`src/rtl/usart_pkg.sv`:
```
// Shared definitions for the buffered USART transmitter: FSM encodings, frame constants, FIFO default.
// Zero latency (types and constants only); no flow control.
// USART_TX_PARITY_EN adds the PARITY state and stretches the frame to 11 bits.
package usart_pkg;

    localparam int FIFO_DEPTH_DEFAULT = 8;
    localparam int DATA_BITS          = 8;

`ifdef USART_TX_PARITY_EN
    localparam int FRAME_BITS = 11;

    typedef enum logic [2:0] {
        ST_IDLE   = 3'd0,
        ST_START  = 3'd1,
        ST_DATA   = 3'd2,
        ST_PARITY = 3'd3,
        ST_STOP   = 3'd4
    } tx_state_t;
`else
    localparam int FRAME_BITS = 10;

    typedef enum logic [2:0] {
        ST_IDLE  = 3'd0,
        ST_START = 3'd1,
        ST_DATA  = 3'd2,
        ST_STOP  = 3'd4
    } tx_state_t;
`endif

    // Byte being serialised plus its precomputed parity bit.
    typedef struct packed {
        logic [DATA_BITS-1:0] data;
        logic                 par;
    } frame_t;

    // A programmed bit time of zero still has to last one cycle.
    function automatic logic [11:0] eff_cpb(input logic [11:0] cpb);
        return (cpb == 12'd0) ? 12'd1 : cpb;
    endfunction

    function automatic logic even_parity(input logic [DATA_BITS-1:0] d);
        return ^d;
    endfunction

endpackage

```
`src/rtl/usart_tx_fifo.sv`:
```
// Synchronous byte FIFO with an occupancy count driving full/empty.
// Pop data is combinational from the head entry; a push lands one cycle later.
// A push while full is ignored unless a pop happens in the same cycle.
module usart_tx_fifo #(
    parameter int DEPTH = 8,
    parameter int WIDTH = 8
) (
    input  logic                     serial_clock,
    input  logic                     reset_n,
    input  logic                     push,
    input  logic [WIDTH-1:0]         push_dat,
    input  logic                     pop,
    output logic [WIDTH-1:0]         pop_dat,
    output logic                     full,
    output logic                     empty,
    output logic [$clog2(DEPTH):0]   count
);

    localparam int AW = $clog2(DEPTH);
    localparam int CW = AW + 1;

    logic [WIDTH-1:0] mem [DEPTH];
    logic [AW-1:0]    wr_ptr;
    logic [AW-1:0]    rd_ptr;
    logic             do_push;
    logic             do_pop;

    assign empty   = (count == CW'(0));
    assign full    = (count == CW'(DEPTH));
    assign do_pop  = pop && !empty;
    assign do_push = push && (!full || do_pop);
    assign pop_dat = mem[rd_ptr];

    // Pointers are AW bits wide, so they wrap modulo DEPTH for free.
    always_ff @(posedge serial_clock or negedge reset_n) begin
        if (!reset_n) begin
            wr_ptr <= '0;
            rd_ptr <= '0;
            count  <= '0;
        end else begin
            if (do_push) begin
                wr_ptr <= wr_ptr + AW'(1);
            end
            if (do_pop) begin
                rd_ptr <= rd_ptr + AW'(1);
            end
            case ({do_push, do_pop})
                2'b10:   count <= count + CW'(1);
                2'b01:   count <= count - CW'(1);
                default: count <= count;
            endcase
        end
    end

    always_ff @(posedge serial_clock) begin
        if (do_push) begin
            mem[wr_ptr] <= push_dat;
        end
    end

endmodule

```
`src/rtl/usart_tx_buffered.sv`:
```
// Buffered async serial transmitter: FIFO of bytes feeding an 8N1 (8E1 with USART_TX_PARITY_EN) framer.
// Latency: a byte written while idle drives the start bit two edges after the write strobe.
// Backpressure: full flags a full FIFO; writes while full are dropped and latch the sticky overflow.
module usart_tx_buffered
    import usart_pkg::*;
#(
    parameter int FIFO_DEPTH = FIFO_DEPTH_DEFAULT
) (
    input  logic        serial_clock,
    input  logic        reset_n,
    input  logic [11:0] clocks_per_bit,
    input  logic [7:0]  data_in,
    input  logic        latch_in,
    output logic        full,
    output logic        empty,
    output logic        busy,
    output logic        overflow,
    output logic        tx_pin
);

    localparam int CW = $clog2(FIFO_DEPTH) + 1;

    tx_state_t     state;
    tx_state_t     state_n;
    logic [11:0]   bit_cnt;
    logic [11:0]   bit_cnt_n;
    logic [11:0]   cpb_lat;
    logic [11:0]   cpb_lat_n;
    logic [2:0]    bit_idx;
    logic [2:0]    bit_idx_n;
    frame_t        frm;
    frame_t        frm_n;
    logic          tx_n;
    logic          bit_done;
    logic          load_frame;
    logic          fifo_pop;
    logic          fifo_full;
    logic          fifo_empty;
    logic [7:0]    fifo_dat;
    logic [CW-1:0] fifo_count;

    usart_tx_fifo #(
        .DEPTH (FIFO_DEPTH),
        .WIDTH (8)
    ) u_fifo (
        .serial_clock (serial_clock),
        .reset_n      (reset_n),
        .push         (latch_in),
        .push_dat     (data_in),
        .pop          (fifo_pop),
        .pop_dat      (fifo_dat),
        .full         (fifo_full),
        .empty        (fifo_empty),
        .count        (fifo_count)
    );

    assign full     = fifo_full;
    assign empty    = (fifo_count == CW'(0));
    assign busy     = (state != ST_IDLE);
    assign bit_done = (bit_cnt == cpb_lat - 12'd1);

    always_comb begin
        state_n    = state;
        bit_cnt_n  = bit_cnt;
        bit_idx_n  = bit_idx;
        cpb_lat_n  = cpb_lat;
        frm_n      = frm;
        load_frame = 1'b0;
        fifo_pop   = 1'b0;
        tx_n       = 1'b1;

        if (state != ST_IDLE) begin
            bit_cnt_n = bit_done ? 12'd0 : bit_cnt + 12'd1;
        end

        case (state)
            ST_IDLE: begin
                load_frame = !fifo_empty;
            end
            ST_START: begin
                if (bit_done) begin
                    state_n   = ST_DATA;
                    bit_idx_n = 3'd0;
                end
            end
            ST_DATA: begin
                if (bit_done) begin
                    if (bit_idx == 3'(DATA_BITS - 1)) begin
`ifdef USART_TX_PARITY_EN
                        state_n = ST_PARITY;
`else
                        state_n = ST_STOP;
`endif
                    end else begin
                        bit_idx_n  = bit_idx + 3'd1;
                        frm_n.data = frm.data >> 1;
                    end
                end
            end
`ifdef USART_TX_PARITY_EN
            ST_PARITY: begin
                if (bit_done) begin
                    state_n = ST_STOP;
                end
            end
`endif
            ST_STOP: begin
                if (bit_done) begin
                    // Chain straight into the next start bit when more bytes wait.
                    load_frame = !fifo_empty;
                    state_n    = ST_IDLE;
                end
            end
            default: begin
                state_n = ST_IDLE;
            end
        endcase

        if (load_frame) begin
            fifo_pop   = 1'b1;
            state_n    = ST_START;
            bit_cnt_n  = 12'd0;
            frm_n.data = fifo_dat;
            frm_n.par  = even_parity(fifo_dat);
            cpb_lat_n  = eff_cpb(clocks_per_bit);
        end

        // Line level follows the state being entered so tx_pin can be a plain flop.
        case (state_n)
            ST_START:  tx_n = 1'b0;
            ST_DATA:   tx_n = frm_n.data[0];
`ifdef USART_TX_PARITY_EN
            ST_PARITY: tx_n = frm_n.par;
`endif
            default:   tx_n = 1'b1;
        endcase
    end

    always_ff @(posedge serial_clock or negedge reset_n) begin
        if (!reset_n) begin
            state   <= ST_IDLE;
            bit_cnt <= 12'd0;
            bit_idx <= 3'd0;
            cpb_lat <= 12'd1;
            frm     <= '0;
            tx_pin  <= 1'b1;
        end else begin
            state   <= state_n;
            bit_cnt <= bit_cnt_n;
            bit_idx <= bit_idx_n;
            cpb_lat <= cpb_lat_n;
            frm     <= frm_n;
            tx_pin  <= tx_n;
        end
    end

    always_ff @(posedge serial_clock or negedge reset_n) begin
        if (!reset_n) begin
            overflow <= 1'b0;
        end else if (latch_in && fifo_full && !fifo_pop) begin
            overflow <= 1'b1;
        end
    end

endmodule

```
`config.mk`:
```
export PLATFORM = sky130hd
export DESIGN_NAME = usart_tx_buffered
export DESIGN_NICKNAME = d
export VERILOG_FILES = /design/src/rtl/usart_pkg.sv /design/src/rtl/usart_tx_fifo.sv /design/src/rtl/usart_tx_buffered.sv
export SDC_FILE = /design/constraint.sdc
export NUM_CORES = 1
export LEC_CHECK = 0
export BUFFER_PORTS_ARGS = -buffer_cell sky130_fd_sc_hd__buf_2
export CAP_MARGIN = 20
export CORE_UTILIZATION = 30
export CTS_BUF_LIST = sky130_fd_sc_hd__clkbuf_16
export DETAILED_ROUTE_END_ITERATION = 8
export GPL_ROUTABILITY_DRIVEN = 0
export SYNTH_ARGS = -nofsm -noshare
export SYNTH_HDL_FRONTEND = slang
export SYNTH_HIERARCHICAL = 1
export SYNTH_SLANG_ARGS = --single-unit
```
`constraint.sdc`:
```
create_clock -name serial_clock -period 3.7 [get_ports serial_clock]
set_input_delay 0.74 -clock serial_clock [delete_from_list [all_inputs] [get_ports serial_clock]]
set_output_delay 0.74 -clock serial_clock [all_outputs]
set_load 0.02 [all_outputs]
```
**Word-level counts from Yosys, hierarchy flattened**

Memories as Yosys holds them, arrays and structs flattened.
Cells that the tools add are included.

- Memories: 1
- Output and inout bits: 5
- Register bits: 51
- Bits in writable memories: 64
- Logic and storage cells: 79
- Input port bits: 23

Memory list:

| name | depth | width | read ports | clocked after memory_dff | write ports | RTL line | text |
|---|---|---|---|---|---|---|---|
| u_fifo.mem | 8 | 8 | 1 | 0 | 1 | usart_tx_fifo.sv:22 | `logic [WIDTH-1:0] mem [DEPTH];` |

- Reduce and logical (&&, ||, !) cells: 20
- Equal/unequal tests: 14
- $add $sub $neg: 7
- Multiplexer cells: 25

Operator list:

| cell | number |
|---|---|
| two-way mux 12 bit | 4 |
| two-way mux 3 bit | 8 |
| two-way mux 8 bit | 3 |
| adder 12 x 1 -> 12 bit (second input constant) | 1 |
| == test 12 bit | 1 |
| logical NOT 12 bit | 1 |
| one-hot mux 3 bit (4 select lines) | 1 |
| subtractor 12 x 1 -> 12 bit (second input constant) | 1 |
| nonzero test 2 bit | 5 |
| adder 3 x 1 -> 3 bit (second input constant) | 3 |
| two-way mux 9 bit | 1 |
| inequality test 2 bit (second input constant) | 4 |
| one-hot mux 4 bit (2 select lines) | 1 |
| parity 8 bit | 1 |
| == test 3 x 1 -> 1 bit (second input constant) | 2 |
| == test 3 x 2 -> 1 bit (second input constant) | 2 |
| == test 3 bit (second input constant) | 2 |
| one-hot mux 3 bit (2 select lines) | 1 |
| adder 4 x 1 -> 4 bit (second input constant) | 1 |
| == test 4 bit (second input constant) | 1 |
| logical AND 1 bit | 4 |
| logical NOT 4 bit | 1 |
| two-way mux 1 bit | 4 |
| one-hot mux 1 bit (2 select lines) | 2 |
| 9 further kinds | 11 |

**Longest topological paths before layout**

Gate-level depths: netlist (run 1).

- Depth in word-level cells: 10
- Gate-level depth with buffers: 17
- Mapped depth without buffers: 16

**Modules after synthesis**

Netlist (run 1), hierarchy kept.

Modules (own cells, without submodules):

| module | area an instance (um^2) | instances | cells an instance |
|---|---|---|---|
| usart_tx_fifo | 3131.8 | 1 | 164 |
| usart_tx_buffered | 2229.6 | 1 | 224 |

**Worst setup path before layout (run 1)**

Ideal clock, no wire load.

- Path type: register -> register
- Start point: register cpb_lat[0]
- End point: register u_fifo.count[3]
- Path buffers: 1
- Setup time: 0.069 ns
- Setup slack: -0.356 ns
- Cell stages (with the launch flop): 18
- Clock period less this slack: 4.056 ns
- Arrival time: 3.987 ns
- Data required time: 3.631 ns
- Cells stage by stage: dfstp_2 -> inv_1 -> ha_1 -> nor2b_1 -> or3_1 -> a31oi_2 -> and4b_2 -> a21oi_2 -> inv_1 -> clkbuf_1 -> o21ai_2 -> or2_2 -> inv_1 -> ha_1 -> or2_2 -> nand3_1 -> mux2_2 -> nand3b_1

- Word-level cells in the longest chain between the ends: 10

Ends and longest elaborated chain:

| what | RTL line | text |
|---|---|---|
| from (decl) | usart_tx_buffered.sv:27 | `logic [11:0] cpb_lat;` |
| from (signal assigned) | usart_tx_buffered.sv:151 | `cpb_lat <= cpb_lat_n;` |
| subtractor 12 x 1 -> 12 bit (*) | usart_tx_buffered.sv:60 | `assign bit_done = (bit_cnt == cpb_lat - 12'd1);` |
| == test 12 bit (*) | usart_tx_buffered.sv:60 |  |
| two-way mux 1 bit (*) | usart_tx_buffered.sv:108 | `if (bit_done) begin` |
| one-hot mux 1 bit (2 select lines) (*) | usart_tx_buffered.sv:76 | `case (state)` |
| two-way mux 1 bit (*) | usart_tx_buffered.sv:119 | `if (load_frame) begin` |
| net fifo_pop | usart_tx_buffered.sv:36 | `logic fifo_pop;` |
| logical AND 1 bit (*) | usart_tx_fifo.sv:30 | `assign do_pop = pop && !empty;` |
| logical OR 1 bit | usart_tx_fifo.sv:31 | `assign do_push = push && (!full \|\| do_pop);` |
| logical AND 1 bit | usart_tx_fifo.sv:31 |  |
| == test 2 x 1 -> 1 bit / == test 2 bit (equally long branches) | usart_tx_fifo.sv:47 | `case ({do_push, do_pop})` |
| one-hot mux 4 bit (2 select lines) / nonzero test 2 bit (equally long branches) | -- |  |
| to (signal assigned) | usart_tx_fifo.sv:48 | `2'b10: count <= count + CW'(1);` |
| to (signal assigned) | usart_tx_fifo.sv:49 | `2'b01: count <= count - CW'(1);` |
| to (signal assigned) | usart_tx_fifo.sv:50 | `default: count <= count;` |
| to (decl) | usart_tx_fifo.sv:16 | `output logic [$clog2(DEPTH):0] count` |

The timed path passes the listed nets; every way through them passes the cells marked *.
A chain may end at the register's enable or synchronous reset.

**Final worst setup path (run 1)**

- Start point: register cpb_lat[0]
- End point: register u_fifo.count[3]

- Word-level cells in the longest chain between the ends: 10

Ends and longest elaborated chain:

| what | RTL line |
|---|---|
| subtractor 12 x 1 -> 12 bit (*) | usart_tx_buffered.sv:60 |
| == test 12 bit (*) | usart_tx_buffered.sv:60 |
| two-way mux 1 bit (*) | usart_tx_buffered.sv:108 |
| one-hot mux 1 bit (2 select lines) (*) | usart_tx_buffered.sv:76 |
| two-way mux 1 bit (*) | usart_tx_buffered.sv:119 |
| logical AND 1 bit (*) | usart_tx_fifo.sv:30 |
| logical OR 1 bit | usart_tx_fifo.sv:31 |
| logical AND 1 bit | usart_tx_fifo.sv:31 |
| == test 2 x 1 -> 1 bit / == test 2 bit (equally long branches) | usart_tx_fifo.sv:47 |
| one-hot mux 4 bit (2 select lines) / nonzero test 2 bit (equally long branches) | -- |

Mark *: on every way between the ends. The rest lies on a longest branch, timed or not.

==> results of run 1 <==
## state kept, by name, summed over array words and instances (netlist names)
register and cells:
bit_cnt 12, bit_idx 3, cpb_lat 12, frm 8, overflow 1, state 3
tx_pin 1, u_fifo/count 4, u_fifo/mem 64, u_fifo/rd_ptr 3, u_fifo/wr_ptr 3
## what timing repair did
action,4_1_cts,5_1_grt
setup endpoints to repair,0,1
hold buffers,0,0
buffers inserted,0,3
gates resized for setup,0,2
## path summary, 6_finish.rpt
| check | end | depth (start not counted) | startpoint |
|---|---|---|---|
| max | u_fifo/count[3] | 16 | cpb_lat[0] |
| min in group serial_clock | overflow | 1 | overflow |
| max reg2reg | u_fifo/count[3] | 16 | cpb_lat[0] |
| max in group asynchronous | cpb_lat[0] | 2 | reset_n |
| min reg2reg | overflow | 1 | overflow |
| min | bit_cnt[2] | 1 | reset_n |
## worst max-delay path, cell delays in order (launching register included)
cell and delay (ps):
dfstp_2 560, inv_1 60, ha_1 200, nor2b_1 120, or3_1 360, a31oi_2 160
and4b_2 280, a21oi_2 70, inv_2 70, o21ai_2 80, or2_2 300, inv_1 90
ha_1 240, or2_2 330, nand3_2 100, mux2_2 330, nand3b_1 70
## cell usage in the layout (no fill, tap or decap), types with 9 or more instances in the layout
master and instances:
edfxtp_1 64, dfrtp_1 48, nand2_1 33, nor2_1 30, buf_2 27, mux2_2 21, inv_1 17, clkbuf_16 17
buf_4 17, xnor2_1 16, xor2_1 14, mux4_1 12, nor3_1 10, mux2i_1 10, nand3_1 9
## through the flow
step / hold slack (ps) / TNS [ps]
after floorplan: 444.4 / 0
after global placement: 449.7 / 0
after detailed placement: 449.3 / 0
after CTS: 472.4 / 0
after global routing: 218.8 / -2.112
final: 220.9 / 0
## kinds of logic after synthesis
family / Yosys count / share of synthesized area
AND/OR/NAND/NOR: 119 / 0.1139
flip-flops: 114 / 0.5923
multiplexers: 48 / 0.1412
AO/OA/AOI/OAI: 40 / 0.05438
XOR/XNOR: 31 / 0.05204
buffers and inverters: 27 / 0.02380
adder cells (fa/ha/maj): 9 / 0.02240
## power groups by stage
stage               Sequential, mW  Clock [mW]  Combinational [mW]
CTS                           1.75        1.57               0.753
finish                        1.75        1.54               0.762
global route                  1.77        1.63               0.847
detailed placement            1.77           0               0.747
floorplan                     1.70           0               0.569
global placement              1.76           0               0.729
## synth_stat cells (all sizes together), types with 12 or more instances
cell | n | area, sq um
mux2 | 22 | 251.5
inv | 16 | 60.06
edfxtp | 64 | 1922
nor2 | 30 | 112.6
dfrtp | 48 | 1201
xnor2 | 17 | 156.4
o21ai | 12 | 63.81
xor2 | 14 | 122.6
mux4 | 16 | 405.4
nand2 | 33 | 123.9
## routing by layer
layer	part of all wire	up-vias
met2	0.51	60
met1	0.44	1661
li1	-	1555
met3	0.044	8
met5	0	-
met4	0.014	0
## layout make-up
type / count / area (sq um) / share of cell area
multi-input combinational: 247 / 2063 / 0.3207
timing repair buffer: 45 / 282.8 / 0.04395
clock buffer: 17 / 425.4 / 0.06612
inverter: 16 / 60.06 / 0.009335
tap: 225 / 281.5 / 0.04376
sequential: 114 / 3176 / 0.4936
clock inverter: 15 / 145.1 / 0.02256
==> results, run 1 <==
- The internal power contribution is 2.920 mW.
- At the worst endpoint, the required time is 4040 ps.
- The number of pins with negative max-slew slack in the final report was 0.
- The average wire per standard cell is 15.78 um.
- The largest net degree at the start of global routing is 51.
- The fraction of synthesis flops using an asynchronous set or reset pin is 0.4386.
- The number of global-route vias before repair was 3399.
- Relative to the synthesized area, the layout overhead comes to 20.00%.
- Before CTS, the worst setup slack after placement is 100.5 ps.
- Setup slack closes at 195.6 ps.
- The global-route track usage on met1 is 0.1501.
- The number of buffers created by CTS is 17.
- The share of total power dissipated in sequential elements is 0.431.
- The initial utilization of the core area, before any placement, comes to 0.3089.
- The die covers 18410 sq um.
- The H-tree was split into 4 levels.
- Of the total power, the share spent switching nets is 0.2784.
- The final count of hold timing violations was 0.
- The standard-cell row count is 48.
- The number of violations reported at the end of detailed-routing iteration 0 is 204.
- The finished cells cover 6434 sq um.
- Clock tree synthesis found a total of 114 sinks.
- In the finished design, the share of the clock period the worst path needs comes to 0.9471.
- Power spread over the standard cell area amounts to 629.0 nW/um^2.
- The average cell area after synthesis is 13.82 sq um.
- The remaining antenna violation count after routing is 0.
- The analysis attributes to net switching a power of 1.126 mW.
- The share of post-route cells with drive strength above 1 is 0.2665.
- The synthesized netlist contains 58 unique library cells.
- The final antenna diode count is 0.
- The worst setup path is launched from a flop.
- The net count after synthesis is 420.
- The number of top-level design ports is 28.
- After layout, the design draws a total of 4.047 mW.
- The mapped netlist covers 5361 sq um.
- In this run the static leakage power is 2.487 nW.
- The time the final worst path needs with I/O delays and setup is 3504 ps.
- The kind of critical path is flop to flop.
- The post-synthesis register bit count is 114.
- The clock latency on the worst-skew pair is 410 ps.
- Once placement finished, the instance area stood at 5816 sq um.
- IR analysis of the VDD net gives a maximum drop of 0.3778 mV.
- The maximum clock rate is 0.2854 GHz.
- The number of warnings printed during yosys synthesis is 6.
- The core occupancy in the finished layout is 0.3707.
- Of the synthesized area, sequential elements account for 0.5923.
- The proportion of power drawn by combinational gates is 0.188.
- The final layout contains 473 nets.
- After the flow finishes, the layout carries non-filler instances totaling 679.
- The width of the chip is 135.7 um.
- STA classifies the critical path endpoint as a flop.
- The worst setup slack for register-to-register paths is 200 ps.
- The max capacitance violation total is 0.
- The routing usage on met2 is 0.2106.
- In this run the tool buffered the top-level ports with 27 buffer cells.
- After clock tree synthesis, the clock-pin slew on the worst setup and hold paths is 50 ps.
- Summed over all layers, the routed wires come to 10.71 mm.
- Of the total power, the clock network draws 0.380.
- The floorplan step defined a core boundary enclosing 17360 sq um.
- For this run, design rule violations remaining after detail routing come to 0.
- At the pin with the least slew margin, the transition time is 922.5 ps.
- The critical-path maximum fanout is 4.
- The total number of vias is 3284.
- The number of antenna violations at the first check in global routing is 0.
- In this run the most used layer during global routing was met2.
- After technology mapping, the gate count stands at 388.
- The pre-antenna-repair detailed-routing pass consisted of 4 iterations.
- The floorplan step set the die height to 135.7 um.
- TritonCTS built the clock tree.
- For this run, the total global-route usage over all layers was measured as 0.1275.
- The total overflow left after global routing is 0.
- In this run, synthesis inferred 64 flip-flops with an integrated enable.
- The longest clock path from root to sink contains 2 buffers.
- The wire-length estimate of the detail-placed layout is 7.454 mm.
- The post-route clock skew is 11.38 ps.
- For this run, global-route usage on met3 was measured as 0.04190.
- The run finished with clean final reports.
- The class of the worst hold path is input port to async pin.
- The endpoint arrival time on the critical path is 3850 ps.
- The root buffer cell chosen for the clock tree is clkbuf_16.
- In the routed layout, each cell is associated on average with a via count of 4.837.
- Including well taps, the total number of placed cells is 643.
- Setup violations remaining at the end of the flow were counted as 0.
- The layout has 1643 filler cells.
- The wire length of the first global-routing pass is 17.34 mm.
- Among all flip-flop cells after synthesis, the most frequent one is edfxtp_1.
- The worst pin sits at a relative slew slack of 0.3850.
Power figures use the tool's default switching activity.
==> run 2, diff against run 1 <==
PLACE_DENSITY = 0.49   (was default)
SLEW_MARGIN = 30   (was default)
==> run 2 against run 1 <==
Flip-flop and latch count did not move. Critical endpoint unchanged. Highest routed layer unchanged. Combinational power barely moved. Sequential share of layout area fell by 0.28 points. Wire length rose by 3.1%. Die area did not move. Critical path type unchanged. Sequential power barely moved. Non-clock buffer count rose by 1. Fmax fell by 0.80%. First-iteration DRC count rose by 10%. Clock skew fell by 3.6 ps.
==> results, run 2 (same netlist as run 1, synthesis figures left out) <==
- The maximum resistive drop on vdd is 0.3979 mV.
- Clock latency on the worst-skew pair, taken at its later pin, is 420 ps.
- For the final routed database, the setup TNS stands at 0 ps.
- The number of optimization iterations in the first detailed-route pass is 4.
- The end of the worst register-to-register path is u_fifo/count[3].
- Entering global routing, the biggest net connects 42 pins.
- The number of pins with negative max-slew slack in the final report is 0.
- TritonCTS built the clock tree.
- The number of failing setup endpoints in the final timing report is 0.
- The worst hold path belongs to the class input port to async pin.
- Internal power comes to 2.899 mW.
- The number of violations reported at the end of detailed-routing iteration 0 is 225.
- Excluding fillers, the count of instances in the completed layout stands at 680.
- The number of global-route vias before repair is 3323.
- Max-cap violations in this run came to 0.
- Counting I/O delays and the setup requirement, the final critical path takes 3533 ps.
- The die is 135.7 um tall.
- The maximum level of the CTS H-tree is 4.
- The final route contains 3233 vias.
- Counting flops per register, the top entry is u_fifo/mem.
- The final antenna diode count is 0.
- In this run the remaining antenna-violating nets after routing total 0.
- The analysis attributes to net switching a power of 1.232 mW.
- The critical path in this run is classified as flop to flop.
- The total overflow left after global routing is 0.
- The worst setup path is launched from a flop.
- The die covers 18410 sq um.
- The slack of the critical path is 167.3 ps.
- After clock tree synthesis, the clock-pin slew on the worst setup and hold paths is 60 ps.
- After floorplanning, the core was divided into 48 placement rows.
- The clock passes through at most 2 buffers.
- In this run the register-to-register setup slack is 170 ps.
- The largest registers in the layout are u_fifo/mem: 64 flops, bit_cnt: 12 flops, cpb_lat: 12 flops.
- Clock tree synthesis inserted a total of 17 buffers.
- Measured along the x axis, the die boundary spans 135.7 um.
- Of the total power, the clock network draws 0.393.
- The wire length of the first global-routing pass is 18.04 mm.
- Of the total power, combinational logic draws 0.185.
- The number of DRC violations after detailed routing is 0.
- In this run the count of I/O pins placed on the die edge is 28.
- The maximum clock rate is 0.2831 GHz.
- Of the total power, the share spent switching nets is 0.2983.
- The floorplan step defined a core boundary enclosing 17360 sq um.
- For this configuration, the core starts out at a cell density of 0.3089.
- Measured against its own limit, the worst slew margin works out to 0.4089.
- The filler cells instantiated in the layout total 1632.
- The average wire per standard cell is 16.25 um.
- Of all nets on the critical path, the largest fanout is 4.
- The number of cells traversed by the worst register-to-register path is 16.
- The final worst hold slack is 297.7 ps.
- Of the cells placed in the final design, the portion with a size suffix greater than 1 is 0.2813.
- The library cells used most frequently in the layout, excluding fill and tap cells, are edfxtp_1 (64), dfrtp_1 (48), nand2_1 (33).
- The critical path endpoint category is a flop.
- The transition time at the pin with the least slew margin is 886.7 ps.
- The run finished with clean final reports.
- The final worst-path cycle share is 0.9548.
- The final count of hold timing violations is 0.
- The number of antenna violations at the first check in global routing was 0.
- The final wirelength is 11.05 mm.
- The setup slack at placement is 112.3 ps.
- The register with the most flip-flops in the layout has 64 of them.
- For this run, the total global-route usage over all layers was measured as 0.1343.
- The library cell used most frequently in the layout, excluding fill and tap cells, is edfxtp_1.
- Clock tree synthesis selected as its root buffer the cell clkbuf_16.
- Summed over all cells, the static leakage comes to 2.505 nW.
- The startpoint identified for the worst register-to-register timing path is cpb_lat[0].
- The total of buffers placed on input and output ports is 27.
- Compared with the post-synthesis result, the final layout area differs by 20.68%.
- The relative contribution of sequential cells to total power is 0.422.
- Data on the critical path is required at its endpoint by 4050 ps.
- The power density over the cells is 638.5 nW/um^2.
- The post-route clock skew is 7.761 ps.
- The instance count after placement with tap cells included is 646.
- The detailed-placement wirelength estimate is 7.649 mm.
- Data arrives at the worst endpoint at 3890 ps.
- The TritonCTS sink count is 114.
- The detailed-route vias per instance is 4.754.
- The net count of the finished layout is 474.
## run 2: stage by stage
step	util	power (mW)	cell area (sq um)
4_1_cts	0.3702	4.171	6426
6_report	0.3728	4.131	6470
5_1_grt	0.3728	4.354	6470
3_5_place_dp	0.3364	2.517	5838
2_1_floorplan	-	2.268	5371
3_3_place_gp	0.3364	2.499	5838
## run 2: worst max-delay path by stage
| stage | cells after the start | end | startpoint |
|---|---|---|---|
| floorplan | 17 | u_fifo/count[3] | cpb_lat[0] |
| global placement | 16 | u_fifo/count[3] | cpb_lat[0] |
| detailed placement | 16 | u_fifo/count[3] | cpb_lat[0] |
| CTS | 16 | u_fifo/count[3] | cpb_lat[0] |
| global route | 16 | u_fifo/count[3] | cpb_lat[0] |
| finish | 16 | u_fifo/count[3] | cpb_lat[0] |
## run 2: worst max-delay path: stages (launching register included)
cell and delay, ps:
dfstp_2 550, inv_1 60, ha_1 200, nor2b_1 130
or3_4 380, a31oi_4 160, and4b_2 290, a21oi_2 80
inv_2 70, o21ai_2 80, or2_2 310, inv_1 80
ha_1 250, or2_2 330, a21oi_2 170, mux2i_1 200
nand3b_1 120
## run 2: power by group through the flow
stage	clock [mW]	sequential (mW)	combinational, mW
5_1_grt	1.73	1.78	0.849
2_1_floorplan	0	1.70	0.569
3_5_place_dp	0	1.77	0.747
4_1_cts	1.67	1.75	0.753
6_report	1.62	1.74	0.763
3_3_place_gp	0	1.76	0.736
## run 2: timing repair
action | in CTS | in global routing
hold buffers | 0 | 0
endpoints found under the setup margin | 0 | 65
gates resized for setup | 0 | 6
endpoints found under the hold margin | 0 | 0
buffers inserted | 0 | 2
## run 2: layout make-up
type | instances | area [sq um] | share of cell area
tap | 225 | 281.5 | 0.04351
clock inverter | 15 | 162.7 | 0.02514
clock buffer | 17 | 425.4 | 0.06575
multi-input combinational | 247 | 2081 | 0.3216
sequential | 114 | 3176 | 0.4908
inverter | 16 | 60.06 | 0.009283
timing repair buffer | 46 | 284.0 | 0.04390
## run 2: per-layer routing
layer	wire, um	vias to the layer above	global-route usage
met1	5099	1619	0.1688
met5	0	-	0
li1	-	1561	-
met3	388	9	0.04227
met4	153	0	0.05618
met2	5407	44	0.2123
==> run 3, diff against run 2 <==
--- a/config.mk
+++ b/config.mk
@@ -8,9 +8,12 @@
 export BUFFER_PORTS_ARGS = -buffer_cell sky130_fd_sc_hd__buf_2
 export CAP_MARGIN = 20
+export CELL_PAD_IN_SITES_DETAIL_PLACEMENT = 1
+export CELL_PAD_IN_SITES_GLOBAL_PLACEMENT = 2
 export CORE_UTILIZATION = 30
 export CTS_BUF_LIST = sky130_fd_sc_hd__clkbuf_16
 export DETAILED_ROUTE_END_ITERATION = 8
 export GPL_ROUTABILITY_DRIVEN = 0
-export PLACE_DENSITY = 0.49
+export PLACE_DENSITY = 0.62
+export SKIP_CTS_REPAIR_TIMING = 1
 export SLEW_MARGIN = 30
 export SYNTH_ARGS = -nofsm -noshare
==> constraint.sdc (replaced) <==
create_clock -name serial_clock -period 3.7 [get_ports serial_clock]
set_input_delay 0.555 -clock serial_clock [delete_from_list [all_inputs] [get_ports serial_clock]]
set_output_delay 0.555 -clock serial_clock [all_outputs]
set_load 0.02 [all_outputs]
==> run 3 against run 2 <==
Utilization about the same. Clock power up 4%. Wire length grew 8.6%. Worst hold slack got worse by 200 ps.
==> results, run 3 (same netlist as run 1, synthesis figures left out) <==
- The floorplan step defined a core boundary enclosing 17360 sq um.
- The worst path needs 3492 ps of the cycle, external delays included.
- The clock arrives with 9.905 ps of skew.
- The pre-antenna-repair detailed-routing pass consisted of 4 iterations.
- The maximum root-to-sink buffer count is 2.
- The kind of launch point of the worst setup path is a flop.
- The run finished with clean final reports.
- After detailed routing, the number of remaining DRC violations is 0.
- In this run the count of I/O pins placed on the die edge is 28.
- The width of the chip is 135.7 um.
- The required time reported for the critical path endpoint is 4060 ps.
- At the worst endpoint, the arrival time is 3850 ps.
- For the final routed database, the setup TNS stands at 0 ps.
- The routed design uses 5.939 mm of met2 wire.
- The maximum level of the CTS H-tree is 4.
- The final wirelength is 12.00 mm.
- The largest net degree at the start of global routing is 37.
- Global routing finished with a remaining overflow of 0.
- Of the available clock period, the critical path in the final layout requires 0.9438.
- Relative to the synthesized area, the layout overhead comes to 20.79%.
- After detailed routing, the average wire length per cell comes to 17.64 um.
- Fill cells in the final layout number 1796.
- In this run the static leakage power is 2.516 nW.
- The number of antenna violations at the first check in global routing is 0.
- The chip height is 135.7 um.
- The number of violations reported at the end of detailed-routing iteration 0 is 132.
- In this run the tightest slew margin relative to its limit is 0.4635.
- Counting flops per register, the top entry is u_fifo/mem.
- The number of buffers created by CTS is 17.
- The wire length of the first global-routing pass is 19.71 mm.
- The total buffers and inverters traversed by the critical path is 3.
- The largest registers in the layout are u_fifo/mem: 64 flops, bit_cnt: 12 flops, cpb_lat: 12 flops.
- The final worst hold slack is 93.06 ps.
- Setup violations remaining at the end of the flow were counted as 0.
- In this run the core area contains 48 standard-cell rows.
- The library cells used most frequently in the layout, excluding fill and tap cells, are edfxtp_1 (64), dfrtp_1 (48), nand2_1 (33).
- Of the cells placed in the final design, the portion with a size suffix greater than 1 is 0.2747.
- The kind of critical path is flop to flop.
- Setup repair after global routing left no endpoint under its margin.
- The initial core utilization is 0.3089.
- In the final routing, the length of wire on met1 measures 5.511 mm.
- Counting every sink on the clock net gives 114.
- The number of flip-flops under the largest register name is 64.
- The number of antenna diodes in the final layout is 0.
- The largest individual stage delay along the critical path comes from the cell dfstp_2.
- The class of the worst hold path is input port to async pin.
- The number of global-route vias before repair is 3532.
- The commonest non-fill, non-tap cell in the layout is edfxtp_1.
- In this run the worst path has a maximum fanout of 4.
- Across the run, the number of max-cap violations was 0.
- After detailed placement, the design holds a cell count of 646.
- Based on the critical path, the design can be clocked at up to 0.2864 GHz.
- In the final design database the tool counted 474 nets.
- The global-route usage over all layers is 0.1476.
- The detailed-routed wire length on met3 is 332 um.
- The detailed-route vias per instance is 4.846.
- The maximum resistive drop on vdd is 0.3582 mV.
- Among cell families on the critical path, the largest total delay comes from simple AND/OR/NAND/NOR gates.
- The core occupancy in the finished layout is 0.3731.
- Walking the worst path, the cells encountered are inv_1 -> ha_1 -> nor2b_1 -> or3_1 -> a31oi_2 -> and4b_2 -> a21oi_4 -> inv_2 -> o21ai_2 -> or2_4 -> inv_1 -> ha_1 -> or2_2 -> nand3_1 -> mux2_2 -> nand3b_1.
- After detailed routing, no signal wire sits above met4.
- The clock tree from TritonCTS is done.
- The remaining antenna violation count after routing is 0.
- The transition time at the pin with the least slew margin is 798.8 ps.
- In this run the tool buffered the top-level ports with 27 buffer cells.
- The total number of vias is 3295.
- On the worst path, the slowest cell contributes a delay of 530 ps.
- In this run the power density over the cells is 648.2 nW/um^2.
- The clock-pin slew on the worst setup and hold paths is 60 ps.
- The area of the die is 18410 sq um.
- The final count of hold timing violations is 0.
- The final cell count without fillers is 680.
- The cell sitting at the root of the clock tree is a clkbuf_16.
- For the worst-skew pair, the clock arrives at the later sink with an insertion delay of 430 ps.
- The number of pins with negative max-slew slack in the final report came to 0.
- STA classifies the critical path endpoint as a flop.
- The detailed-placement wirelength estimate is 8.452 mm.
run 3: final cells by class:
type | count | area (sq um) | share of cell area
clock buffers | 17 | 425.4 | 0.06569
flip-flops and latches | 114 | 3176 | 0.4903
multi-input cells | 247 | 2068 | 0.3194
well taps | 225 | 281.5 | 0.04347
inverters | 16 | 60.06 | 0.009274
repair buffers | 46 | 277.8 | 0.04289
clock inverters | 15 | 187.7 | 0.02898
run 3: worst paths after layout:
path                       slack, ps              end  cells past startpoint              start
setup / recovery                 210  u_fifo/count[3]                     16         cpb_lat[0]
hold / removal                    90       bit_cnt[3]                      1            reset_n
setup reg to reg                 210  u_fifo/count[3]                     16         cpb_lat[0]
hold reg to reg                  490         overflow                      1           overflow
max in group asynchronous       2780       cpb_lat[0]                      2            reset_n
min in group serial_clock        370       cpb_lat[1]                      3  clocks_per_bit[1]
run 3: where the power goes:
group | total (mW) | internal [mW] | switching (mW)
registers | 1.74 | 1.56 | 0.184
clock network | 1.69 | 1.02 | 0.664
logic | 0.765 | 0.375 | 0.390
run 3: stage by stage:
stage / cell area, sq um / setup WS (ps) / power, mW
floorplan: 5371 / 24.01 / 2.268
global placement: 5838 / 193.8 / 2.507
detailed placement: 5838 / 131.9 / 2.538
CTS: 6451 / 99.96 / 4.247
global route: 6476 / 23.72 / 4.397
finish: 6476 / 207.8 / 4.198
run 3: layer usage:
metal | track usage | vias to the layer above
met1 | 0.1822 | 1676
met4 | 0.06617 | 0
li1 | - | 1564
met2 | 0.2455 | 38
met3 | 0.03292 | 17
met5 | 0 | -
